## src/rtl/calc_req_engine_if.sv

```systemverilog
// rtl/calc_req_engine_if.sv - request/response bus of the calculator request engine
// Purpose: bundles the request push signals and the tagged response bus.
// Signals:
//   req_cmd_in/req_d1/req_d2/req_r1/req_tag_in/req_data_in : request fields
//   req_ready : queue can accept a request     req_ovf : sticky drop flag
//   out_data/out_resp/out_tag : one-cycle tagged response
// Modports: master = request driver, slave = engine.
interface calc_req_engine_if;
  logic [3:0]  req_cmd_in;
  logic [3:0]  req_d1;
  logic [3:0]  req_d2;
  logic [3:0]  req_r1;
  logic [1:0]  req_tag_in;
  logic [0:31] req_data_in;
  logic        req_ready;
  logic        req_ovf;
  logic [0:31] out_data;
  logic [1:0]  out_resp;
  logic [1:0]  out_tag;

  modport master (
    output req_cmd_in, req_d1, req_d2, req_r1, req_tag_in, req_data_in,
    input  req_ready, req_ovf, out_data, out_resp, out_tag
  );

  modport slave (
    input  req_cmd_in, req_d1, req_d2, req_r1, req_tag_in, req_data_in,
    output req_ready, req_ovf, out_data, out_resp, out_tag
  );
endinterface

```

## src/rtl/calc_req_engine.sv

```systemverilog
// rtl/calc_req_engine.sv - in-order calculator request engine with request FIFO and 16x32 register file
// Purpose: queues requests, executes them one at a time against the register
//   file and returns one tagged response per accepted request.
// Ports:
//   clk : clock, rising edge      rst : synchronous reset, active-high
//   bus : calc_req_engine_if.slave (request fields in, ready/ovf/response out)
module calc_req_engine #(
  parameter int FIFO_DEPTH = 4,
  parameter int ADD_LAT    = 1,
  parameter int SHIFT_LAT  = 2
) (
  input logic              clk,
  input logic              rst,
  calc_req_engine_if.slave bus
);

  localparam int PW     = $clog2(FIFO_DEPTH);
  localparam int MAXLAT = (ADD_LAT > SHIFT_LAT) ? ADD_LAT : SHIFT_LAT;
  localparam int CW     = $clog2(MAXLAT + 1);

  localparam logic [3:0] CMD_ADD   = 4'd1;
  localparam logic [3:0] CMD_SUB   = 4'd2;
  localparam logic [3:0] CMD_SHL   = 4'd5;
  localparam logic [3:0] CMD_SHR   = 4'd6;
  localparam logic [3:0] CMD_STORE = 4'd9;
  localparam logic [3:0] CMD_FETCH = 4'd10;

  typedef struct packed {
    logic [3:0]  cmd;
    logic [3:0]  d1;
    logic [3:0]  d2;
    logic [3:0]  r1;
    logic [1:0]  tag;
    logic [0:31] data;
  } req_t;

  typedef enum logic [1:0] {IDLE, READ, EXEC, RESP} state_t;

  state_t      state, next_state;
  req_t        fifo_mem [FIFO_DEPTH];
  logic [PW-1:0] wr_ptr, rd_ptr;
  logic [PW:0]   count;
  logic        ovf;
  logic        push, pop;
  req_t        cur;
  logic [0:31] regs [16];
  logic [0:31] op_a, op_b;
  logic [CW-1:0] lat_cnt;
  logic        is_alu;

  logic [32:0] sum;
  logic [1:0]  res_resp;
  logic [0:31] res_data;
  logic        wb_en;
  logic [0:31] wb_data;

  // Ready comes from the registered count only, so a full queue refuses a
  // request even when a pop happens on the same edge.
  assign bus.req_ready = (count != FIFO_DEPTH[PW:0]);
  assign bus.req_ovf   = ovf;
  assign push = (bus.req_cmd_in != 4'd0) && bus.req_ready;
  assign pop  = ((state == IDLE) || (state == RESP)) && (count != '0);

  assign is_alu = (cur.cmd == CMD_ADD) || (cur.cmd == CMD_SUB) ||
                  (cur.cmd == CMD_SHL) || (cur.cmd == CMD_SHR);

  always_ff @(posedge clk) begin
    if (push) begin
      fifo_mem[wr_ptr] <= '{cmd: bus.req_cmd_in, d1: bus.req_d1, d2: bus.req_d2,
                            r1: bus.req_r1, tag: bus.req_tag_in, data: bus.req_data_in};
    end
  end

  always_ff @(posedge clk) begin
    if (rst) begin
      wr_ptr  <= '0;
      rd_ptr  <= '0;
      count   <= '0;
      ovf     <= 1'b0;
      state   <= IDLE;
      cur     <= '0;
      op_a    <= '0;
      op_b    <= '0;
      lat_cnt <= '0;
      for (int i = 0; i < 16; i++) regs[i] <= '0;
    end else begin
      state <= next_state;
      if (push) wr_ptr <= wr_ptr + 1'b1;
      if (pop)  rd_ptr <= rd_ptr + 1'b1;
      case ({push, pop})
        2'b10:   count <= count + 1'b1;
        2'b01:   count <= count - 1'b1;
        default: count <= count;
      endcase
      if ((bus.req_cmd_in != 4'd0) && !bus.req_ready) ovf <= 1'b1;
      if (pop) cur <= fifo_mem[rd_ptr];
      if (state == READ) begin
        op_a <= regs[cur.d1];
        op_b <= regs[cur.d2];
        // Loaded with LAT-1 so EXEC lasts exactly LAT cycles.
        if ((cur.cmd == CMD_SHL) || (cur.cmd == CMD_SHR))
          lat_cnt <= CW'(SHIFT_LAT - 1);
        else
          lat_cnt <= CW'(ADD_LAT - 1);
      end
      if ((state == EXEC) && (lat_cnt != '0)) lat_cnt <= lat_cnt - 1'b1;
      // Writeback on the edge leaving RESP, ahead of the next READ.
      if ((state == RESP) && wb_en) regs[cur.r1] <= wb_data;
    end
  end

  always_comb begin
    next_state = state;
    case (state)
      IDLE: if (count != '0) next_state = READ;
      READ: next_state = is_alu ? EXEC : RESP;
      EXEC: if (lat_cnt == '0) next_state = RESP;
      RESP: next_state = (count != '0) ? READ : IDLE;
      default: next_state = IDLE;
    endcase
  end

  // Result of the current request, valid once operands are latched.
  always_comb begin
    res_resp = 2'd3;
    res_data = '0;
    wb_en    = 1'b0;
    wb_data  = '0;
    sum      = {1'b0, op_a} + {1'b0, op_b};
    case (cur.cmd)
      CMD_ADD: begin
        if (sum[32]) res_resp = 2'd2;
        else begin
          res_resp = 2'd1;
          res_data = sum[31:0];
          wb_en    = 1'b1;
          wb_data  = sum[31:0];
        end
      end
      CMD_SUB: begin
        if (op_b > op_a) res_resp = 2'd2;
        else begin
          res_resp = 2'd1;
          res_data = op_a - op_b;
          wb_en    = 1'b1;
          wb_data  = op_a - op_b;
        end
      end
      CMD_SHL: begin
        res_resp = 2'd1;
        res_data = op_a << op_b[27:31];
        wb_en    = 1'b1;
        wb_data  = op_a << op_b[27:31];
      end
      CMD_SHR: begin
        res_resp = 2'd1;
        res_data = op_a >> op_b[27:31];
        wb_en    = 1'b1;
        wb_data  = op_a >> op_b[27:31];
      end
      CMD_STORE: begin
        res_resp = 2'd1;
        wb_en    = 1'b1;
        wb_data  = cur.data;
      end
      CMD_FETCH: begin
        res_resp = 2'd1;
        res_data = op_a;
      end
      default: res_resp = 2'd3;
    endcase
  end

  always_comb begin
    bus.out_resp = 2'd0;
    bus.out_data = '0;
    bus.out_tag  = 2'd0;
    if (state == RESP) begin
      bus.out_resp = res_resp;
      bus.out_data = res_data;
      bus.out_tag  = cur.tag;
    end
  end

endmodule

```

## src/flat_wrapper.sv

```systemverilog
// flat-port wrapper written by rule: the top's interface ports become plain ports
module calc_req_engine_flat 
#(
  parameter int FIFO_DEPTH = 4,
  parameter int ADD_LAT    = 1,
  parameter int SHIFT_LAT  = 2
)
  (clk, rst, bus_req_cmd_in, bus_req_d1, bus_req_d2, bus_req_r1, bus_req_tag_in, bus_req_data_in, bus_req_ready, bus_req_ovf, bus_out_data, bus_out_resp, bus_out_tag);
  calc_req_engine_if bus_i ();
  input logic clk;
  input logic rst;
  input wire logic [$bits(bus_i.req_cmd_in)-1:0] bus_req_cmd_in;
  input wire logic [$bits(bus_i.req_d1)-1:0] bus_req_d1;
  input wire logic [$bits(bus_i.req_d2)-1:0] bus_req_d2;
  input wire logic [$bits(bus_i.req_r1)-1:0] bus_req_r1;
  input wire logic [$bits(bus_i.req_tag_in)-1:0] bus_req_tag_in;
  input wire logic [$bits(bus_i.req_data_in)-1:0] bus_req_data_in;
  output wire logic [$bits(bus_i.req_ready)-1:0] bus_req_ready;
  output wire logic [$bits(bus_i.req_ovf)-1:0] bus_req_ovf;
  output wire logic [$bits(bus_i.out_data)-1:0] bus_out_data;
  output wire logic [$bits(bus_i.out_resp)-1:0] bus_out_resp;
  output wire logic [$bits(bus_i.out_tag)-1:0] bus_out_tag;
  assign bus_i.req_cmd_in = bus_req_cmd_in;
  assign bus_i.req_d1 = bus_req_d1;
  assign bus_i.req_d2 = bus_req_d2;
  assign bus_i.req_r1 = bus_req_r1;
  assign bus_i.req_tag_in = bus_req_tag_in;
  assign bus_i.req_data_in = bus_req_data_in;
  assign bus_req_ready = bus_i.req_ready;
  assign bus_req_ovf = bus_i.req_ovf;
  assign bus_out_data = bus_i.out_data;
  assign bus_out_resp = bus_i.out_resp;
  assign bus_out_tag = bus_i.out_tag;
  calc_req_engine #(.FIFO_DEPTH(FIFO_DEPTH), .ADD_LAT(ADD_LAT), .SHIFT_LAT(SHIFT_LAT)) u_core (.clk(clk), .rst(rst), .bus(bus_i));
endmodule
```

## config.mk

```make
export PLATFORM = sky130hd
export DESIGN_NAME = calc_req_engine_flat
export DESIGN_NICKNAME = d
export VERILOG_FILES = /design/src/rtl/calc_req_engine_if.sv /design/src/rtl/calc_req_engine.sv /design/src/flat_wrapper.sv
export SDC_FILE = /design/constraint.sdc
export NUM_CORES = 2
export LEC_CHECK = 0
export CAP_MARGIN = 20
export CELL_PAD_IN_SITES_DETAIL_PLACEMENT = 0
export CELL_PAD_IN_SITES_GLOBAL_PLACEMENT = 2
export CORE_AREA = 5 5 325 327
export DETAILED_ROUTE_END_ITERATION = 8
export DIE_AREA = 0 0 330 332
export PLACE_DENSITY = 0.92
export SETUP_SLACK_MARGIN = 0.2
export SYNTH_ARGS = -nofsm -noshare
export SYNTH_HDL_FRONTEND = slang
export SYNTH_SLANG_ARGS = --single-unit
```

## constraint.sdc

```tcl
create_clock -name clk -period 6.8 [get_ports clk]
set_input_delay 2.04 -clock clk [delete_from_list [all_inputs] [get_ports clk]]
set_output_delay 2.04 -clock clk [all_outputs]
set_load 0.01 [all_outputs]
```

==> flow_summary.yaml <==
status:
  run_status: "complete, no violations"
layout:
  sequential_cell_area_um2: 23900
  multi_input_area_um2: 20400
  nNetsFinal: 3713
  fraction_of_layout_instances_using_a_drive_strength_above_1_pct: 24.8
  syn2layout_area_growth_pct: 13.5
  final_area_um2: 51800
  final.fill_count: 8688
timing:
  timing.final.hold_violations: 0
  setup_violation_total_in_the_final_timing_report: 0
  fin_skew_ns: 0.0266
  tightestPinTransition_ns: 1.18
  fmax_ghz: 0.150
  rsz0062_at_grt: "yes"
  final_period_minus_worst_setup_slack_ns: 6.65
  fin_tns_setup_ns: 0
  maxSlewViolCount: 0
  min_period_over_period_pct: 97.9
  slew-limit-headroom_pct: 21.7
routing:
  via_density_per_instance: 6.48
  via_count: 32700
  post_detailed_route_drc_marker_count: 0
  routed_wire_per_std_cell_um: 31.2
  wl_final_um: 157000
  initial_detailed_routing_violation_count: 4632
  detailedRoute.firstPassIterationCount: 8
  antenna_violation_net_count_after_detailed_routing: 0
grt:
  grt_pass1_wl_um: 226000
  global_route.usage.total_pct: 28.1
  globalRoute.totalOverflow: 0
  maximum_number_of_pins_on_one_net_before_global_route_repair: 101
  grt_antenna_before_repair: 8
  first_global_vias: 32100
cts:
  tritoncts: "built"
  clk_root_buffer_cell: "sky130_fd_sc_hd__clkbuf_16"
  tritoncts_num_sinks: 838
  skew_pair_late_insertion_delay_ns: 0.65
  cts_hold_buf: 0
  clk_transition_reported_paths_ns: 0.06
  clock_path_buffers: 3
  cts_max_level: 3
  cts_buffer_count: 87
setup_path:
  startpoint_kind_of_the_worst_setup_timing_path: "flop"
  critical_path_maximum_fanout: 11
  critical_path.reg2reg.startpoint: "u_core.op_b[14]$_SDFFE_PP0P_"
  worst_setup_path_startpoint: "u_core.op_b[16]$_SDFFE_PP0P_"
  worstPathArrival_ns: 4.61
  ff2ff_path_depth: 17
  critical_path_class: "flop to output pin"
  worst_ep_required_time_ns: 4.76
  crit_path_end_kind: "output pin"
placed_design:
  place.detailed.hpwl_um: 102000
  numPortBuffers: 89
  gp_congestion: 0.994
  post_dp_cell_area_um2: 48200
floorplan:
  initial_core_util_pct: 44.5
  placeableCoreArea_um2: 103000
  total_die_area_um2: 110000
  die_y_um: 332
  design.portCount: 90
  num_rows: 118
  overall_die_width_um: 330
power_and_ir_drop:
  power.static_leakage_uw: 0.0174
  internal_power_uw: 13800
  power.density_cell_area_nw_per_um2: 464
  seq_power_share_pct: 29.6
  clock_network_power_share_pct: 20.6
  p_comb_share_pct: 49.7
  power_switching_share_pct: 42.7
  total_switching_power_uw: 10200
  max_rail_drop_vdd_v: 0.000350
synth:
  syn-num-nets: 3655
  share_of_the_yosys_chip_area_belonging_to_registers_pct: 52.4
  ys.flop_type: "sky130_fd_sc_hd__edfxtp_1"
  count_of_flip_flops_with_a_built_in_enable_after_synthesis: 712
  synth_async_sr_flop_share_pct: 0
  yosys_warnings: 0
  syn_avg_cell_area_um2: 12.9
  instance_count_of_the_mapped_netlist: 3525
  synth-seq-cells: 838
  yosysUniqueCellTypes: 91
  syn_area_um2: 45600
job:
  cap_violations: 0
worst_hold_path:
  hold_path_startpoint: "u_core.cur[40]$_SDFFE_PP0P_"
  hold-path-cell-count: 2
  hold_path.class: "flop to flop"
==> flip-flops by register name, indices dropped and copies added, names as in the netlist, 3 cells and up <==
name             flops
u_core.op_b         32
u_core.fifo_mem    200
u_core.regs        512
u_core.cur          50
u_core.count         3
u_core.op_a         32
==> final cells by class <==
cell class | count | area share [%]
inverter | 78 | 0.566
multi-input combinational | 2310 | 39.5
sequential | 838 | 46.3
tap | 1380 | 3.34
timing repair buffer | 268 | 4.69
clock buffer | 114 | 4.60
antenna | 5 | 0.0242
clock inverter | 46 | 1.06
==> critical path: stages, from the launching register on <==
cell and delay, ns:
sky130_fd_sc_hd__dfxtp_1 0.39, sky130_fd_sc_hd__inv_1 0.06, sky130_fd_sc_hd__ha_1 0.39, sky130_fd_sc_hd__buf_4 0.24, sky130_fd_sc_hd__nand2_1 0.15, sky130_fd_sc_hd__a211oi_1 0.26
sky130_fd_sc_hd__nand2_1 0.12, sky130_fd_sc_hd__a2111oi_0 0.62, sky130_fd_sc_hd__a211o_1 0.34, sky130_fd_sc_hd__o21bai_1 0.12, sky130_fd_sc_hd__o211a_1 0.28, sky130_fd_sc_hd__o21ai_0 0.08
sky130_fd_sc_hd__a21bo_2 0.24, sky130_fd_sc_hd__a21oi_1 0.13, sky130_fd_sc_hd__clkdlybuf4s50_1 0.54
==> kinds of logic after synthesis <==
family	after synthesis	synth area share [%]
flops	838	52.4
xor+xnor	5	0.0960
compound gates	550	8.24
buf+inv	377	3.63
mux	551	23.1
simple gates	1126	10.4
fa+ha+maj	78	2.19
==> synthesized netlist by cell type (9+ instances only) <==
library cell / instances / share of area [%]
sky130_fd_sc_hd__o211ai_1: 20 / 0.33
sky130_fd_sc_hd__a211o_1: 13 / 0.25
sky130_fd_sc_hd__mux2i_1: 130 / 2.9
sky130_fd_sc_hd__nor3_1: 29 / 0.32
sky130_fd_sc_hd__nand3_1: 24 / 0.26
sky130_fd_sc_hd__nor2_1: 736 / 6.1
sky130_fd_sc_hd__a31oi_1: 12 / 0.16
sky130_fd_sc_hd__nand2b_1: 36 / 0.49
sky130_fd_sc_hd__dfxtp_1: 126 / 5.5
sky130_fd_sc_hd__nor2_2: 10 / 0.14
sky130_fd_sc_hd__buf_1: 57 / 0.47
sky130_fd_sc_hd__o21ai_0: 68 / 0.75
sky130_fd_sc_hd__clkbuf_1: 130 / 1.1
sky130_fd_sc_hd__a21oi_2: 14 / 0.27
sky130_fd_sc_hd__buf_4: 25 / 0.41
sky130_fd_sc_hd__or3_1: 9 / 0.12
sky130_fd_sc_hd__a221oi_1: 17 / 0.33
sky130_fd_sc_hd__and2_1: 19 / 0.26
sky130_fd_sc_hd__buf_2: 81 / 0.89
sky130_fd_sc_hd__mux2_2: 23 / 0.57
sky130_fd_sc_hd__a221o_1: 13 / 0.29
sky130_fd_sc_hd__inv_1: 75 / 0.62
sky130_fd_sc_hd__a211oi_1: 22 / 0.36
sky130_fd_sc_hd__o221a_2: 14 / 0.35
sky130_fd_sc_hd__mux4_2: 398 / 20
sky130_fd_sc_hd__nand4_1: 10 / 0.14
sky130_fd_sc_hd__o21ai_1: 9 / 0.099
sky130_fd_sc_hd__nor2b_1: 15 / 0.21
sky130_fd_sc_hd__o22ai_1: 18 / 0.25
sky130_fd_sc_hd__a21o_1: 15 / 0.25
sky130_fd_sc_hd__o31ai_1: 10 / 0.16
sky130_fd_sc_hd__o221ai_1: 13 / 0.25
sky130_fd_sc_hd__nand2_1: 189 / 1.6
sky130_fd_sc_hd__a21oi_1: 202 / 2.2
sky130_fd_sc_hd__edfxtp_1: 712 / 47
sky130_fd_sc_hd__ha_1: 75 / 2.1
sky130_fd_sc_hd__o21bai_1: 11 / 0.18
==> placed cells by master, fill, tap and decap left out, types with 14 or more instances in the layout <==
master and n:
sky130_fd_sc_hd__a211oi_1 21, sky130_fd_sc_hd__a21o_1 15, sky130_fd_sc_hd__a21oi_1 192, sky130_fd_sc_hd__a21oi_2 19, sky130_fd_sc_hd__a221oi_1 15, sky130_fd_sc_hd__and2_1 15, sky130_fd_sc_hd__buf_4 166, sky130_fd_sc_hd__clkbuf_1 19
sky130_fd_sc_hd__clkbuf_16 91, sky130_fd_sc_hd__clkdlybuf4s50_1 71, sky130_fd_sc_hd__dfxtp_1 103, sky130_fd_sc_hd__dfxtp_2 17, sky130_fd_sc_hd__dlymetal6s2s_1 15, sky130_fd_sc_hd__edfxtp_1 712, sky130_fd_sc_hd__ha_1 70, sky130_fd_sc_hd__inv_1 75
sky130_fd_sc_hd__mux2_2 23, sky130_fd_sc_hd__mux2i_1 130, sky130_fd_sc_hd__mux4_2 398, sky130_fd_sc_hd__nand2_1 188, sky130_fd_sc_hd__nand2b_1 20, sky130_fd_sc_hd__nand2b_2 16, sky130_fd_sc_hd__nand3_1 18, sky130_fd_sc_hd__nor2_1 734
sky130_fd_sc_hd__nor2b_1 15, sky130_fd_sc_hd__nor3_1 27, sky130_fd_sc_hd__o211ai_1 20, sky130_fd_sc_hd__o21ai_0 64, sky130_fd_sc_hd__o221a_2 14, sky130_fd_sc_hd__o22ai_1 18
==> power by group through the flow <==
stage	combinational [uW]	clock [uW]	sequential, uW
3_3_place_gp	11300	0	7170
5_1_grt	12500	5220	7180
4_1_cts	11400	4990	7130
3_5_place_dp	11200	0	7230
6_report	11900	4950	7120
2_1_floorplan	7650	0	6710
==> path summary, 6_finish.rpt <==
check / to / slack [ns]
max: bus_out_data[29] / 0.15
min: u_core.cur[40]$_SDFFE_PP0P_ / 0.46
max reg2reg: u_core.regs[10][10]$_SDFFCE_PN0P_ / 1.86
min reg2reg: u_core.cur[40]$_SDFFE_PP0P_ / 0.46
==> per-stage QoR <==
stage / instances / hold WS (ns) / total power (uW) / utilization [%] / worst slack (ns)
floorplan: 3525 / 0.417 / 14400 / - / 0.881
global placement: 4848 / 0.430 / 18400 / 47.0 / 0.477
detailed placement: 4848 / 0.434 / 18500 / 47.0 / 0.326
CTS: 5014 / 0.449 / 23500 / 50.0 / 0.0981
global route: 5037 / 0.476 / 24900 / 50.4 / 0.0358
finish: 5039 / 0.457 / 24000 / 50.4 / 0.146
==> repair_timing <==
item | CTS | global route
endpoints found under the hold margin | 0 | 0
gates cloned | 0 | 3
pin swaps | 7 | 23
gates resized for setup | 37 | 54
buffers inserted | 6 | 16
endpoints found under the setup margin | 33 | 31
==> routing by layer <==
metal | wire [um] | track usage [%] | up-vias
li1 | - | - | 13600
met2 | 72800 | 43.8 | 2018
met5 | 12 | 0 | -
met3 | 15900 | 5.37 | 383
met4 | 7810 | 11.8 | 2
met1 | 60900 | 39.1 | 16700
No activity file was read; power rests on OpenSTA's default activity.
